### src/rtl/uart_rx_async_if.sv
// Receive-side byte handshake between uart_rx_async and the UART register/FIFO layer.
//
// Handshake: rx_rdy high means rx_data and its error flags hold an unread frame.
// The consumer takes it by pulsing rx_read for exactly one clk while rx_rdy is high.
// rx_rdy falls on the next clk unless a new frame loads in that same clk.
// rx_read while rx_rdy is low has no effect. overflow is sticky until the next read.
interface uart_rx_async_if;
  logic [7:0] rx_data;
  logic       rx_rdy;
  logic       parity_err;
  logic       framing_err;
  logic       overflow;
  logic       rx_read;

  // Receiver side: drives the byte and its status.
  modport slave (
    output rx_data,
    output rx_rdy,
    output parity_err,
    output framing_err,
    output overflow,
    input  rx_read
  );

  // Consumer side: observes the byte and issues the read pulse.
  modport master (
    input  rx_data,
    input  rx_rdy,
    input  parity_err,
    input  framing_err,
    input  overflow,
    output rx_read
  );
endinterface

### src/rtl/uart_rx_async.sv
// Asynchronous UART receiver, 16x oversampled, 7/8 data bits, optional parity, one stop bit.
// Optional feature macro: RX_MAJORITY_VOTE_EN -- each bit is the 2-of-3 majority of the
// synchronised line at sample counts 6, 7 and 8, decided at count 8. Without it a single
// read at count 7 is used.
// o_dbg_state exposes the receive FSM state for observation.
module uart_rx_async #(
  parameter int SYNC_STAGES = 2
) (
  input  logic              clk,
  input  logic              aresetn,
  input  logic              baud16_pulse,
  input  logic              rx,
  input  logic              bit8,
  input  logic              parity_en,
  input  logic              odd_n_even,
  uart_rx_async_if.slave    bus,
  output logic [2:0]        o_dbg_state
);

  typedef enum logic [2:0] {
    S_IDLE   = 3'd0,
    S_START  = 3'd1,
    S_DATA   = 3'd2,
    S_PARITY = 3'd3,
    S_STOP   = 3'd4
  } state_t;

  state_t                 r_state;
  logic [SYNC_STAGES-1:0] r_sync;
  logic [3:0]             r_cnt;
  logic [2:0]             r_bit_idx;
  logic [7:0]             r_shift;
  logic                   r_par_acc;
  logic                   r_perr;
  logic                   r_armed;

  logic [7:0]             r_rx_data;
  logic                   r_rx_rdy;
  logic                   r_parity_err;
  logic                   r_framing_err;
  logic                   r_overflow;

  logic                   w_rx_s;
  logic                   w_sample;
  logic                   w_sample_pt;
  logic                   w_wrap;
  logic [2:0]             w_last_idx;
  logic                   w_par_expect;

  // Metastability chain; resets to the idle-high line level.
  always_ff @(posedge clk or negedge aresetn) begin
    if (!aresetn) begin
      r_sync <= '1;
    end else begin
      r_sync <= {r_sync[SYNC_STAGES-2:0], rx};
    end
  end

  assign w_rx_s = r_sync[SYNC_STAGES-1];

`ifdef RX_MAJORITY_VOTE_EN
  localparam logic [3:0] DECIDE_CNT = 4'd8;

  logic r_vote6;
  logic r_vote7;

  // Capture the two early votes; the third is the live line at the decision tick.
  always_ff @(posedge clk or negedge aresetn) begin
    if (!aresetn) begin
      r_vote6 <= 1'b1;
      r_vote7 <= 1'b1;
    end else if (baud16_pulse) begin
      if (r_cnt == 4'd6) r_vote6 <= w_rx_s;
      if (r_cnt == 4'd7) r_vote7 <= w_rx_s;
    end
  end

  assign w_sample = (r_vote6 & r_vote7) | (r_vote6 & w_rx_s) | (r_vote7 & w_rx_s);
`else
  localparam logic [3:0] DECIDE_CNT = 4'd7;

  assign w_sample = w_rx_s;
`endif

  assign w_sample_pt  = baud16_pulse && (r_cnt == DECIDE_CNT);
  assign w_wrap       = baud16_pulse && (r_cnt == 4'd15);
  assign w_last_idx   = bit8 ? 3'd7 : 3'd6;
  // Parity bit value that makes the frame correct for the selected sense.
  assign w_par_expect = odd_n_even ^ r_par_acc;

  // Receive FSM, sample counter, shift register and the registered output handshake.
  always_ff @(posedge clk or negedge aresetn) begin
    if (!aresetn) begin
      r_state       <= S_IDLE;
      r_cnt         <= 4'd0;
      r_bit_idx     <= 3'd0;
      r_shift       <= 8'd0;
      r_par_acc     <= 1'b0;
      r_perr        <= 1'b0;
      r_armed       <= 1'b0;
      r_rx_data     <= 8'd0;
      r_rx_rdy      <= 1'b0;
      r_parity_err  <= 1'b0;
      r_framing_err <= 1'b0;
      r_overflow    <= 1'b0;
    end else begin
      if (baud16_pulse && (r_state != S_IDLE)) begin
        r_cnt <= r_cnt + 4'd1;
      end

      // A read consumes the byte and clears the sticky overflow; a load below may override rx_rdy.
      if (bus.rx_read && r_rx_rdy) begin
        r_rx_rdy   <= 1'b0;
        r_overflow <= 1'b0;
      end

      case (r_state)
        S_IDLE: begin
          // armed blocks a stuck-low line from being taken as a stream of start bits.
          if (w_rx_s) begin
            r_armed <= 1'b1;
          end else if (r_armed) begin
            r_cnt     <= 4'd0;
            r_bit_idx <= 3'd0;
            r_shift   <= 8'd0;
            r_par_acc <= 1'b0;
            r_perr    <= 1'b0;
            r_state   <= S_START;
          end
        end

        S_START: begin
          if (w_sample_pt && w_sample) begin
            r_state <= S_IDLE;
          end else if (w_wrap) begin
            r_bit_idx <= 3'd0;
            r_state   <= S_DATA;
          end
        end

        S_DATA: begin
          if (w_sample_pt) begin
            r_shift[r_bit_idx] <= w_sample;
            r_par_acc          <= r_par_acc ^ w_sample;
          end
          if (w_wrap) begin
            if (r_bit_idx == w_last_idx) begin
              r_state <= parity_en ? S_PARITY : S_STOP;
            end else begin
              r_bit_idx <= r_bit_idx + 3'd1;
            end
          end
        end

        S_PARITY: begin
          if (w_sample_pt) begin
            r_perr <= (w_sample != w_par_expect);
          end
          if (w_wrap) begin
            r_state <= S_STOP;
          end
        end

        S_STOP: begin
          if (w_sample_pt) begin
            r_state <= S_IDLE;
            r_armed <= 1'b0;
            if (!r_rx_rdy || bus.rx_read) begin
              r_rx_data     <= {bit8 & r_shift[7], r_shift[6:0]};
              r_rx_rdy      <= 1'b1;
              r_framing_err <= ~w_sample;
              r_parity_err  <= r_perr & parity_en;
            end else begin
              // Unread byte is kept; the new frame is dropped and reported.
              r_overflow <= 1'b1;
            end
          end
        end

        default: begin
          r_state <= S_IDLE;
        end
      endcase
    end
  end

  assign bus.rx_data     = r_rx_data;
  assign bus.rx_rdy      = r_rx_rdy;
  assign bus.parity_err  = r_parity_err;
  assign bus.framing_err = r_framing_err;
  assign bus.overflow    = r_overflow;
  assign o_dbg_state     = r_state;

endmodule

### src/flat_wrapper.sv
// flat-port wrapper written by rule: the top's interface ports become plain ports
module uart_rx_async_flat 
#(
  parameter int SYNC_STAGES = 2
)
  (clk, aresetn, baud16_pulse, rx, bit8, parity_en, odd_n_even, o_dbg_state, bus_rx_data, bus_rx_rdy, bus_parity_err, bus_framing_err, bus_overflow, bus_rx_read);
  uart_rx_async_if bus_i ();
  input  logic clk;
  input  logic aresetn;
  input  logic baud16_pulse;
  input  logic rx;
  input  logic bit8;
  input  logic parity_en;
  input  logic odd_n_even;
  output logic [2:0] o_dbg_state;
  output wire logic [$bits(bus_i.rx_data)-1:0] bus_rx_data;
  output wire logic [$bits(bus_i.rx_rdy)-1:0] bus_rx_rdy;
  output wire logic [$bits(bus_i.parity_err)-1:0] bus_parity_err;
  output wire logic [$bits(bus_i.framing_err)-1:0] bus_framing_err;
  output wire logic [$bits(bus_i.overflow)-1:0] bus_overflow;
  input wire logic [$bits(bus_i.rx_read)-1:0] bus_rx_read;
  assign bus_rx_data = bus_i.rx_data;
  assign bus_rx_rdy = bus_i.rx_rdy;
  assign bus_parity_err = bus_i.parity_err;
  assign bus_framing_err = bus_i.framing_err;
  assign bus_overflow = bus_i.overflow;
  assign bus_i.rx_read = bus_rx_read;
  uart_rx_async #(.SYNC_STAGES(SYNC_STAGES)) u_core (.clk(clk), .aresetn(aresetn), .baud16_pulse(baud16_pulse), .rx(rx), .bit8(bit8), .parity_en(parity_en), .odd_n_even(odd_n_even), .bus(bus_i), .o_dbg_state(o_dbg_state));
endmodule
### config.mk
export PLATFORM = sky130hd
export DESIGN_NAME = uart_rx_async_flat
export DESIGN_NICKNAME = d
export VERILOG_FILES = /design/src/rtl/uart_rx_async_if.sv /design/src/rtl/uart_rx_async.sv /design/src/flat_wrapper.sv
export SDC_FILE = /design/constraint.sdc
export NUM_CORES = 1
export LEC_CHECK = 0
export BUFFER_PORTS_ARGS = -buffer_cell sky130_fd_sc_hd__buf_2
export CORE_ASPECT_RATIO = 0.9
export CORE_MARGIN = 3
export CORE_UTILIZATION = 46
export CTS_CLUSTER_DIAMETER = 120
export DETAILED_ROUTE_END_ITERATION = 12
export PLACE_DENSITY = 0.69
export SYNTH_ARGS = -nofsm -noshare
export SYNTH_HDL_FRONTEND = slang
export SYNTH_SLANG_ARGS = --single-unit
### constraint.sdc
create_clock -name clk -period 3.2 [get_ports clk]
set_input_delay 0.16 -clock clk [delete_from_list [all_inputs] [get_ports clk]]
set_output_delay 0.16 -clock clk [all_outputs]
set_load 0.1 [all_outputs]
==> results.ini <==
[placement]
gp_congestion=0.8321
port-buffer-count=22
hpwl_um=2512

[sta]
setup_viol_count_final=0
fin_tns_setup_ns=0
holdWs_ns=0.05861
worst_pin_slew_ns=0.7593
rsz0062_at_grt=no
slew_viol_final=0
maxSlewHeadroom=0.4938
finalCritPeriodShare=0.6043
fin_skew_ns=0.006892
hold_viol_final=0
min_period_ns=1.934
fmax_ghz=0.5172

[drt]
drt-total-wl_um=3620
wl_per_cell_um=15.21
drtAntennaViolNets=0
first_pass_iters=4
drc=0
vias_per_cell=5.689
drtIter0Drc=64
vias=1354

[global_routing]
grt_max_degree=36
antenna_found_initial=0
grt_pass1_wl_um=6292
grt.overflow.total=0
grtUsageMet2=0.2557
use_met3=0.05963
grt_pass1_vias=1358
top_usage_layer=met2
grt_use_met1=0.2297
gr-usage-all-layers=0.1734

[worst_setup_path]
crit_start=u_core.o_dbg_state[1]
rrSetupSlack_ns=1.27
cp_max_fo=13
r2r_start=u_core.o_dbg_state[1]
crit_arrival_ns=2.09
critPathMaxStageDelay_ns=0.59
path_cells=nor3b_2 -> a22oi_1 -> o21ai_0 -> o31ai_1
cp.depth=4
critPathSlowestCell=dfrtp_1
path_delay_family=compound AO/OA/AOI/OAI gates
reg2regPathDepth=4
worst-path-buf-inv=0
crit_type=reg -> reg
cp-start-kind=flop
cp-endpoint=u_core.r_shift[4]
crit_path_end_kind=flop
timing.rr.end=u_core.r_shift[4]
cp.required_ns=3.36

[die]
num_rows=21
core_area_um2=3757
die_width_um=72.18
die_area_um2=4732
die_h_um=65.56
ioPinCount=23
start_util=0.4825

[synth]
syn_area_um2=1813
yosys.area.top_type=dfrtp_1
async_flop_share=1.000
synth_cell_type_count=51
synth_top_family_by_area=compound AO/OA/AOI/OAI gates
synthAdderAreaFrac=0.01380
synth_area_leaders=dfrtp_1 46%, o21ai_0 6.3%, nand2_1 3.5%
synth_xor_area_frac=0.01449
syn-num-nets=183
yosysSeqAreaShare=0.4845
synthesis.instances=173
yosys.area_share.simple=0.1587
yosys_most_used_dff=dfrtp_1
synth_mux_area_frac=0.06280
yosysTopAreaCellShare=0.4555
yosysWarnings=0
synth-edff-count=0
synth_compound_area_frac=0.2105
synth_seq_cells=35
avgSynthCellArea_um2=10.48

[finish]
final_cell_mix=33 x dfrtp_1, 23 x o21ai_0, 22 x buf_2, 17 x nand2_1
antenna_cells=0
drive_gt1_frac=0.2500
nets=201
syn2layout_area_growth_pct=10.35
num-fill-cells=343
final_common_cell=dfrtp_1

[power_and_ir_drop]
p_leak_nw=0.9324
switchingPower_uw=566.7
total_power_mw=1.365
clockPowerShare=0.227
seq_power_share=0.444
switching_share=0.4151
worst_ir_drop_vdd_uv=381.9
powerDensity_nw_per_um2=682.4
internal_power_uw=798.5
pwr-share-comb=0.329

[flow_run]
cap_violations=0

[worst_hold_path]
min_path_type=in -> reg

[clock_tree]
cts_made_buffers=5
root_buffer=clkbuf_8
cts.clk_slew.worst_paths_ns=0.07
post_cts_resized=0
clock_sinks=35
htree_levels=2
post_cts_buffers=0
clockBufferDepth=2
cts_tree=yes
insertion_delay_ns=0.29

[outcome]
status=finished clean

[through the flow]
stage	instance area, um2	worst slack (ns)	utilization	cells
finish	2001	1.266	0.5325	238
global route	2001	1.069	0.5325	238
CTS	2001	1.270	0.5325	238
detailed placement	1896	1.279	0.5045	228
global placement	1896	1.393	0.5045	228
floorplan	1813	1.066	-	173
[logic make-up (layout without fill, tap and decap cells)]
family	Yosys count	in the layout
XOR/XNOR	3	3
multiplexers	9	9
flip-flops	35	35
AND/OR/NAND/NOR	50	50
buffers and inverters	17	36
adder cells (fa/ha/maj)	2	2
AO/OA/AOI/OAI	57	57
[state kept, by name, summed over array words and instances, names as in the netlist]
register	count
u_core.bus.framing_err	1
u_core.bus.overflow	1
u_core.bus.parity_err	1
u_core.bus.rx_data	8
u_core.bus.rx_rdy	1
u_core.o_dbg_state	3
u_core.r_armed	1
u_core.r_bit_idx	3
u_core.r_cnt	4
u_core.r_par_acc	1
u_core.r_perr	1
u_core.r_shift	8
u_core.r_sync	2
[power groups by stage]
stage                     sequential [mW]  combinational [mW]  clock, mW
final                               0.606               0.450      0.310
after global routing                0.620               0.494      0.341
after CTS                           0.601               0.451      0.321
after floorplan                     0.651               0.335          0
after global placement              0.602               0.435          0
after detailed placement            0.609               0.446          0
[Yosys cell counts (all sizes together), types with 2 or more instances]
| cell type | count |
|---|---|
| dfrtp | 33 |
| o21ai | 23 |
| nand2 | 18 |
| buf | 9 |
| a21oi | 7 |
| mux2 | 7 |
| nor2 | 7 |
| o31ai | 7 |
| nand3 | 5 |
| a31oi | 4 |
| clkbuf | 4 |
| inv | 4 |
| nand4 | 4 |
| nor3b | 3 |
| a22oi | 2 |
| dfstp | 2 |
| ha | 2 |
| mux2i | 2 |
| nand2b | 2 |
| nor2b | 2 |
| o21a | 2 |
| o41ai | 2 |
| xor2 | 2 |
[final cells by class]
cell class | count | area [um2] | area share
sequential | 35 | 878.3 | 0.4390
multi-input combinational | 121 | 834.6 | 0.4171
timing repair buffer | 24 | 130.1 | 0.06504
clock buffer | 6 | 72.57 | 0.03627
tap | 46 | 57.56 | 0.02877
inverter | 4 | 15.01 | 0.007505
clock inverter | 2 | 12.51 | 0.006254
[worst min-delay path by stage]
stage	from	endpoint	depth (start not counted)
finish	bus_rx_read	u_core.bus.overflow	2
global route	bus_rx_read	u_core.bus.overflow	2
CTS	bus_rx_read	u_core.bus.overflow	2
detailed placement	rx	u_core.r_sync[0]	1
global placement	rx	u_core.r_sync[0]	1
floorplan	aresetn	u_core.bus.framing_err	0
[what timing repair did]
item	4_1_cts	5_1_grt
endpoints found under the setup margin	0	0
hold buffers	2	0
hold endpoints to repair	34	0
[routing by layer]
layer,wire (um),vias to the layer above
li1,-,672
met1,1747,643
met2,1656,35
met3,165,4
met4,51,0
met5,0,-
Note: power is estimated with default switching activity, not from simulation.
